[config.mk]
export PLATFORM = sky130hd
export DESIGN_NAME = tda_distance_stream
export DESIGN_NICKNAME = d
export VERILOG_FILES = /design/src/rtl/tda_distance_stream.sv
export SDC_FILE = /design/constraint.sdc
export NUM_CORES = 2
export LEC_CHECK = 0
export CORE_UTILIZATION = 45
export CTS_CLUSTER_SIZE = 12
export DETAILED_ROUTE_END_ITERATION = 7
export SLEW_MARGIN = 40
export SYNTH_ARGS = -nofsm -noshare
export SYNTH_HDL_FRONTEND = slang
export SYNTH_SLANG_ARGS = --single-unit
[constraint.sdc]
create_clock -name clk -period 22.9 [get_ports clk]
set_input_delay 2.29 -clock clk [delete_from_list [all_inputs] [get_ports clk]]
set_output_delay 2.29 -clock clk [all_outputs]
set_load 0.05 [all_outputs]
[src/rtl/tda_distance_stream.sv]
// tda_distance_stream
//   Buffers a point cloud (num_points x dimension signed coordinates) from a
//   word stream. It then emits the saturated squared Euclidean distance of
//   every unordered pair (i<j) in row-major order. Each result carries an
//   epsilon-neighbourhood flag.
//
// Ports
//   clk, rst                 clock, asynchronous active-high reset
//   enable                   global freeze when low
//   point_data/valid/ready   coordinate word stream (low COORD_WIDTH bits used)
//   num_points, dimension    frame configuration, latched with the first word
//   epsilon                  unsigned neighbourhood threshold, latched with config
//   dist_data/i/j/within     pair result, held until accepted
//   dist_valid/ready         result handshake
//   busy, done, error_flag   status (error_flag sticky until rst)
module tda_distance_stream #(
    parameter int DATA_WIDTH    = 32,
    parameter int COORD_WIDTH   = 16,
    parameter int MAX_POINTS    = 64,
    parameter int MAX_DIMENSION = 3
) (
    input  logic                  clk,
    input  logic                  rst,
    input  logic                  enable,
    input  logic [DATA_WIDTH-1:0] point_data,
    input  logic                  point_valid,
    output logic                  point_ready,
    input  logic [7:0]            num_points,
    input  logic [7:0]            dimension,
    input  logic [DATA_WIDTH-1:0] epsilon,
    output logic [DATA_WIDTH-1:0] dist_data,
    output logic [7:0]            dist_i,
    output logic [7:0]            dist_j,
    output logic                  dist_within,
    output logic                  dist_valid,
    input  logic                  dist_ready,
    output logic                  busy,
    output logic                  done,
    output logic                  error_flag
);
    localparam int DEPTH  = MAX_POINTS * MAX_DIMENSION;
    localparam int ADDR_W = $clog2(DEPTH);
    localparam int SQ_W   = 2 * COORD_WIDTH + 2;
    // Extra headroom so the sum of MAX_DIMENSION squares never wraps.
    localparam int ACC_W  = SQ_W + $clog2(MAX_DIMENSION + 1);

    typedef enum logic [2:0] {S_IDLE, S_LOAD, S_CALC, S_EMIT, S_DONE} state_t;

    state_t state_reg, state_next;

    logic [7:0]            n_reg, d_reg;
    logic [DATA_WIDTH-1:0] eps_reg;
    logic [7:0]            pt_reg, co_reg;          // load write position
    logic [7:0]            i_reg, j_reg, k_reg;     // pair / coordinate walk
    logic [ACC_W-1:0]      acc_reg;
    logic [DATA_WIDTH-1:0] dist_data_reg;
    logic [7:0]            dist_i_reg, dist_j_reg;
    logic                  within_reg;
    logic                  error_reg;

    // Point buffer, stride MAX_DIMENSION per point; no reset so it maps to RAM.
    logic [COORD_WIDTH-1:0] mem [DEPTH];

    logic                     in_hs, cfg_ok, load_last, calc_last, last_pair, wr_en;
    logic [ADDR_W-1:0]        wr_addr;
    logic [COORD_WIDTH-1:0]   coord_a, coord_b;
    logic signed [COORD_WIDTH:0] diff;
    logic signed [SQ_W-1:0]   diff_x, prod;
    logic [ACC_W-1:0]         acc_sum;
    logic [DATA_WIDTH-1:0]    sat_val;
    logic                     unused_hi;

    function automatic logic [ADDR_W-1:0] addr_of(input logic [7:0] p, input logic [7:0] c);
        return ADDR_W'(p) * ADDR_W'(MAX_DIMENSION) + ADDR_W'(c);
    endfunction

    assign unused_hi   = &{1'b0, point_data[DATA_WIDTH-1:COORD_WIDTH]};

    assign point_ready = enable && !rst && (state_reg == S_IDLE || state_reg == S_LOAD);
    assign in_hs       = point_valid && point_ready;
    assign cfg_ok      = (num_points >= 8'd2) && (num_points <= 8'(MAX_POINTS))
                      && (dimension  >= 8'd1) && (dimension  <= 8'(MAX_DIMENSION));
    assign load_last   = (pt_reg == n_reg - 8'd1) && (co_reg == d_reg - 8'd1);
    assign calc_last   = (k_reg == d_reg - 8'd1);
    assign last_pair   = (i_reg == n_reg - 8'd2) && (j_reg == n_reg - 8'd1);

    // The very first word of a frame always lands at point 0, coord 0.
    assign wr_en   = in_hs && (state_reg == S_LOAD || (state_reg == S_IDLE && cfg_ok));
    assign wr_addr = (state_reg == S_IDLE) ? '0 : addr_of(pt_reg, co_reg);

    always_ff @(posedge clk) begin
        if (wr_en) begin
            mem[wr_addr] <= point_data[COORD_WIDTH-1:0];
        end
    end

    // Distance datapath: one coordinate difference squared per CALC cycle.
    always_comb begin
        coord_a = mem[addr_of(i_reg, k_reg)];
        coord_b = mem[addr_of(j_reg, k_reg)];
        diff    = {coord_a[COORD_WIDTH-1], coord_a} - {coord_b[COORD_WIDTH-1], coord_b};
        diff_x  = SQ_W'(diff);
        prod    = diff_x * diff_x;
        acc_sum = acc_reg + ACC_W'($unsigned(prod));
        if (acc_sum[ACC_W-1:DATA_WIDTH] != '0) begin
            sat_val = '1;
        end else begin
            sat_val = acc_sum[DATA_WIDTH-1:0];
        end
    end

    always_comb begin
        state_next = state_reg;
        case (state_reg)
            S_IDLE: if (in_hs && cfg_ok)    state_next = S_LOAD;
            S_LOAD: if (in_hs && load_last) state_next = S_CALC;
            S_CALC: if (calc_last)          state_next = S_EMIT;
            S_EMIT: if (dist_ready)         state_next = last_pair ? S_DONE : S_CALC;
            S_DONE:                         state_next = S_IDLE;
            default:                        state_next = S_IDLE;
        endcase
    end

    always_ff @(posedge clk or posedge rst) begin
        if (rst) begin
            state_reg     <= S_IDLE;
            n_reg         <= '0;
            d_reg         <= '0;
            eps_reg       <= '0;
            pt_reg        <= '0;
            co_reg        <= '0;
            i_reg         <= '0;
            j_reg         <= '0;
            k_reg         <= '0;
            acc_reg       <= '0;
            dist_data_reg <= '0;
            dist_i_reg    <= '0;
            dist_j_reg    <= '0;
            within_reg    <= 1'b0;
            error_reg     <= 1'b0;
        end else if (enable) begin
            state_reg <= state_next;
            case (state_reg)
                S_IDLE: begin
                    if (in_hs) begin
                        n_reg   <= num_points;
                        d_reg   <= dimension;
                        eps_reg <= epsilon;
                        if (!cfg_ok) begin
                            error_reg <= 1'b1;
                        end else if (dimension == 8'd1) begin
                            pt_reg <= 8'd1;
                            co_reg <= 8'd0;
                        end else begin
                            pt_reg <= 8'd0;
                            co_reg <= 8'd1;
                        end
                    end
                end
                S_LOAD: begin
                    if (in_hs) begin
                        if (co_reg == d_reg - 8'd1) begin
                            co_reg <= 8'd0;
                            pt_reg <= pt_reg + 8'd1;
                        end else begin
                            co_reg <= co_reg + 8'd1;
                        end
                        if (load_last) begin
                            i_reg   <= 8'd0;
                            j_reg   <= 8'd1;
                            k_reg   <= 8'd0;
                            acc_reg <= '0;
                        end
                    end
                end
                S_CALC: begin
                    if (calc_last) begin
                        dist_data_reg <= sat_val;
                        dist_i_reg    <= i_reg;
                        dist_j_reg    <= j_reg;
                        within_reg    <= (sat_val <= eps_reg);
                    end else begin
                        acc_reg <= acc_sum;
                        k_reg   <= k_reg + 8'd1;
                    end
                end
                S_EMIT: begin
                    if (dist_ready) begin
                        k_reg   <= 8'd0;
                        acc_reg <= '0;
                        if (!last_pair) begin
                            if (j_reg == n_reg - 8'd1) begin
                                i_reg <= i_reg + 8'd1;
                                j_reg <= i_reg + 8'd2;
                            end else begin
                                j_reg <= j_reg + 8'd1;
                            end
                        end
                    end
                end
                default: ;
            endcase
        end
    end

    assign dist_valid  = (state_reg == S_EMIT);
    assign dist_data   = dist_data_reg;
    assign dist_i      = dist_i_reg;
    assign dist_j      = dist_j_reg;
    assign dist_within = within_reg;
    assign busy        = (state_reg == S_LOAD) || (state_reg == S_CALC) || (state_reg == S_EMIT);
    assign done        = (state_reg == S_DONE);
    assign error_flag  = error_reg;

endmodule

* Word level (Yosys, flattened, before mapping) *
Memories as Yosys holds them, arrays and structs flattened.
Index checks and enable logic that the tools add are counted.

word-level totals
  register bits = 177
  memory bits (writable) = 3072
  bits of input ports = 85
  output and inout bits = 54
  logic and storage cells = 135
  memories = 1

cells by class
  add/sub/neg operators = 14
  multiply operators = 4
  $lt $le $gt $ge = 5
  equality and inequality tests = 22
  muxes and demuxes = 42
  bitwise gates (word level) = 1
  reduce and logical (&&, ||, !) cells = 31

memories
  name  words  bits a word  read ports  clocked after memory_dff  wr ports  line  RTL
  mem   192    16           2           0                         1         62    logic [COORD_WIDTH-1:0] mem [DEPTH];

operators with widths
  operator                                                                              number
  8-bit two-way mux                                                                     21
  36-bit two-way mux                                                                    4
  36-bit case mux with 3 select lines                                                   1
  8-bit case mux with 2 select lines                                                    4
  8-bit by 1-bit adder with 8-bit output (second input constant)                        5
  8-bit == test                                                                         5
  36-bit by 34-bit adder with 36-bit output                                             1
  17-bit by 17-bit multiplier with 34-bit output                                        1
  32-bit <= comparator                                                                  1
  32-bit two-way mux                                                                    1
  8-bit adder                                                                           3
  8-bit by 2-bit multiplier with 8-bit output (second input constant)                   3
  8-bit case mux with 3 select lines                                                    1
  2-bit inequality test (second input constant)                                         9
  6-bit AND reduction                                                                   3
  16-bit by 16-bit subtractor with 17-bit output                                        1
  8-bit by 1-bit subtractor with 8-bit output (second input constant)                   2
  3-bit two-way mux                                                                     5
  1-bit logical AND                                                                     12
  3-bit case mux with 4 select lines                                                    1
  5-bit AND reduction                                                                   2
  8-bit by 2-bit adder with 8-bit output (second input constant)                        1
  8-bit by 1-bit == test with 1-bit output (second input constant)                      1
  8-bit by 1-bit greater-or-equal comparator with 1-bit output (second input constant)  1
  other kinds (19)                                                                      30

* Depth between registers and ports, before layout *
  depth after elaboration = 9
  mapped depth = 73
  gate-level depth less buffers = 68

* Worst setup path before layout *
No wires, ideal clock.

  path kind = reg-to-reg
  from = reg i_reg[1]
  to = reg within_reg, in the netlist dist_within
  setup time = 77 ps
  arrival time = 15218 ps
  path slack = 7605 ps
  cell stages (with the launch flop) = 68
  period minus slack after synthesis = 15295 ps
  cell sequence = dfrtp_1 inv_1 fa_1 inv_1 ha_1 a21o_1 a21oi_1 xnor2_1 buf_2 mux4_2 mux4_2 o22ai_1 ha_1 inv_1 fa_1 a21o_1 a21oi_1 o21ai_0 (+32 left out) nor2b_1 o21ai_0 o211ai_1 mux2i_1 and2_1 buf_2 buf_2 nand2_1 ha_1 nor2b_1 o21a_1 o21a_1 o21a_1 o21a_1 o211ai_1 a21oi_1 or3_1 a21oi_1

on the way
  word-level cells in the longest chain between the ends = 9

ends and longest elaborated chain
  element                                             line  RTL
  start: declaration                                  54    logic [7:0] i_reg, j_reg, k_reg;
  start signal: assignment                            193   i_reg <= i_reg + 8'd1;
  8-bit by 2-bit multiplier with 8-bit output (*)     74    return ADDR_W'(p) * ADDR_W'(MAX_DIMENSION) + ADDR_W'(c);
  8-bit adder (*)                                     74
  memory 192 x 16 bit (*)                             n/a
  16-bit by 16-bit subtractor with 17-bit output (*)  101   diff = {coord_a[COORD_WIDTH-1], coord_a} - {coord_b[COORD_WIDTH-1], coord_b};
  17-bit by 17-bit multiplier with 34-bit output (*)  103   prod = diff_x * diff_x;
  36-bit by 34-bit adder with 36-bit output (*)       104   acc_sum = acc_reg + ACC_W'($unsigned(prod));
  4-bit nonzero test                                  105   if (acc_sum[ACC_W-1:DATA_WIDTH] != '0) begin
  32-bit two-way mux (*)                              105
  net sat_val[1]                                      70    logic [DATA_WIDTH-1:0] sat_val;
  32-bit <= comparator (*)                            181   within_reg <= (sat_val <= eps_reg);
  end signal: assignment                              181
  end: declaration                                    58    logic within_reg;

The timed path passes the listed nets; every way through them passes the cells marked *.
A chain may end at the register's enable or synchronous reset.

* Worst setup path in the final report *
Same ends and word-level chain as after synthesis.

==> impl_metrics.toml <==
[route]
drc_errors = 0
first_iter_violations = 12200
firstDrtPassIters = 8
ant_nets = 0
wl_mm = 514
routedWlPerCell_um = 36.5
post_drt_via_cell_ratio = 6.59
num_vias = 92800

[worst_setup_path]
cpMaxStageDelayCell = "inv_1"
crit_required_ns = 23.76
cp_max_fo = 57
endpoint_kind = "flop"
path_class = "flop to flop"
slowest_delay_ns = 0.69
cp-start-kind = "flop"
cp.arrival_ns = 20.09

[yosys]
synth-edff-count = 3072
yosysMostFrequentCell = "edfxtp_1"
synth_area_per_cell_um2 = 18.8
synthesis.nets = 9342
yosysTopAreaCell = "edfxtp_1"
seq_area_frac_synth_pct = 58.7
synth.area.top_cells = "edfxtp_1 56%, mux4_2 27%, fa_1 3.5%"
ys_types = 88
ys_ff_latch = 3249
synthCells = 8750
postSynth.asyncResetShare_pct = 5.45
synth_ff_type = "edfxtp_1"
yosysTopAreaCellShare_pct = 56.1
ys_top_cells_by_count = "3072 x edfxtp_1, 1945 x mux4_2, 563 x nand2_1, 418 x inv_1, 383 x nor2_1"
yosys_warnings = 0
synth_area_mm2 = 0.165

[finish]
final_net_count = 9613
drive_above_1_share_pct = 33.9
syn_to_final_growth_pct = 13.5
final_cells = 14100
largest_reg_flops = 3072

[die]
coreArea_mm2 = 0.363
fp.dieW_um = 607
die_area_mm2 = 0.368
initial_utilization_pct = 45.3
fp-row-count = 221
die_y_um = 607
io_pins = 139

[clock_network]
postCtsSetupRepairBufs = 0
clock_path_buffers = 4
clk_latency_ns = 0.98
cts_hold_buf = 0
tritoncts = "built"
cts.clk_slew.worst_paths_ns = 0.06
clock-sinks = 3249
cts_buffers = 358
cts_resized = 0
htreeDepth = 5
root_buffer = "clkbuf_16"

[timing]
max_clock_freq_mhz = 52.0
slew_viol_final = 0
fin_skew_ns = 0.0583
grt_setup_unrepaired = "false"
setup_violations = 0
timing.slew.headroom_pct = 33.3
hold_viol_final = 0
setup_tns_ns = 0
tightestPinTransition_ns = 0.993
period_needed_ns = 19.23
min_period_over_period_pct = 84.0

[place]
port_buffers = 122
dp_cells = 13400
dp_hpwl_mm = 326
place_congestion = 0.932

[global_route]
grt_pass1_wl_mm = 727
antenna_found_initial = 21
overflow = 0
grt_max_degree = 129
track_usage_pct = 28.2
grt_pass1_vias = 96200

[worst_hold_path]
hp-class = "flop to flop"

[job]
cap_viol_max_count = 0

[run_status]
status = "completed"
==> layout make-up <==
class / count / area [µm²]
fill: 28800 / 176000
antenna: 6 / 15.0
clock buffer: 448 / 9380
multi-input combinational: 4486 / 65100
timing repair buffer: 505 / 6400
clock inverter: 182 / 1550
sequential: 3249 / 96700
tap: 4794 / 6000
inverter: 421 / 1590
==> stage by stage <==
step	hold WS (ns)	area [µm²]	setup slack [ns]	util [%]
2_1_floorplan	0.455	165000	7.60	-
5_1_grt	0.514	187000	2.62	51.4
3_3_place_gp	0.466	173000	3.73	47.7
4_1_cts	0.482	186000	3.59	51.2
6_report	0.478	187000	3.67	51.4
3_5_place_dp	0.470	175000	3.67	48.2
==> critical path: cells and delay by family, from the launching register on <==
kind / cells / cell delay, ns
AO/OA/AOI/OAI: 29 / 7.44
adder cells (fa/ha/maj): 12 / 4.82
buffers and inverters: 9 / 2.52
AND/OR/NAND/NOR: 12 / 2.42
multiplexers: 2 / 0.80
flip-flops: 1 / 0.60
XOR/XNOR: 2 / 0.36
==> logic make-up after synthesis <==
group                      after synthesis  share of synthesized area [%]
AOI/OAI and AO/OA                      521                           2.08
and+or+nand+nor                       1280                           3.39
DFF                                   3249                           58.7
muxes                                 2001                           27.0
adders and majority gates              507                           5.16
buffers and inverters                 1015                           2.53
xor gates and xnor gates               177                           1.10
==> final timing paths <==
path                       slack (ns)  cells past startpoint      start     endpoint
max                              3.67                     66   i_reg[1]  dist_within
min                              0.48                      2  dist_i[4]    dist_i[4]
max reg2reg                      3.67                     66   i_reg[1]  dist_within
min reg2reg                      0.48                      2  dist_i[4]    dist_i[4]
max in group asynchronous       19.34                      4        rst     i_reg[0]
min in group asynchronous        1.89                      2        rst    dist_j[5]
==> metal layers <==
layer	track usage, %	vias to the layer above	wire, µm
met2	45.5	4783	249000
met4	11.2	10	23900
li1	-	36600	-
met5	0.510	-	767
met1	36.8	50400	189000
met3	6.93	960	51200
==> cell usage in the layout, fill, tap and decap left out, types with 30 or more instances in the layout <==
cell type / Yosys / final
buf_8: 0 / 47
o31ai_1: 32 / 32
dfrtp_1: 177 / 177
nor2_4: 0 / 104
a31oi_1: 68 / 60
a21o_1: 47 / 47
o21ai_0: 100 / 98
fa_1: 287 / 284
nor2_1: 383 / 191
buf_16: 0 / 62
xor2_1: 61 / 60
inv_1: 418 / 417
clkinv_1: 2 / 76
clkinv_2: 0 / 58
mux2_2: 50 / 50
nand4_1: 30 / 30
buf_12: 0 / 46
nand3_1: 112 / 111
buf_4: 9 / 212
edfxtp_1: 3072 / 3072
and3_1: 62 / 62
clkbuf_16: 0 / 364
and2_1: 35 / 33
a21oi_1: 121 / 121
clkbuf_1: 334 / 85
clkdlybuf4s50_1: 0 / 106
mux4_2: 1945 / 1945
ha_1: 220 / 216
xnor2_1: 96 / 80
nor2_2: 1 / 89
nand2_1: 563 / 555
Power is not shown: default switching activity piles up to over one toggle a cycle in this logic, so the estimate is an artifact.
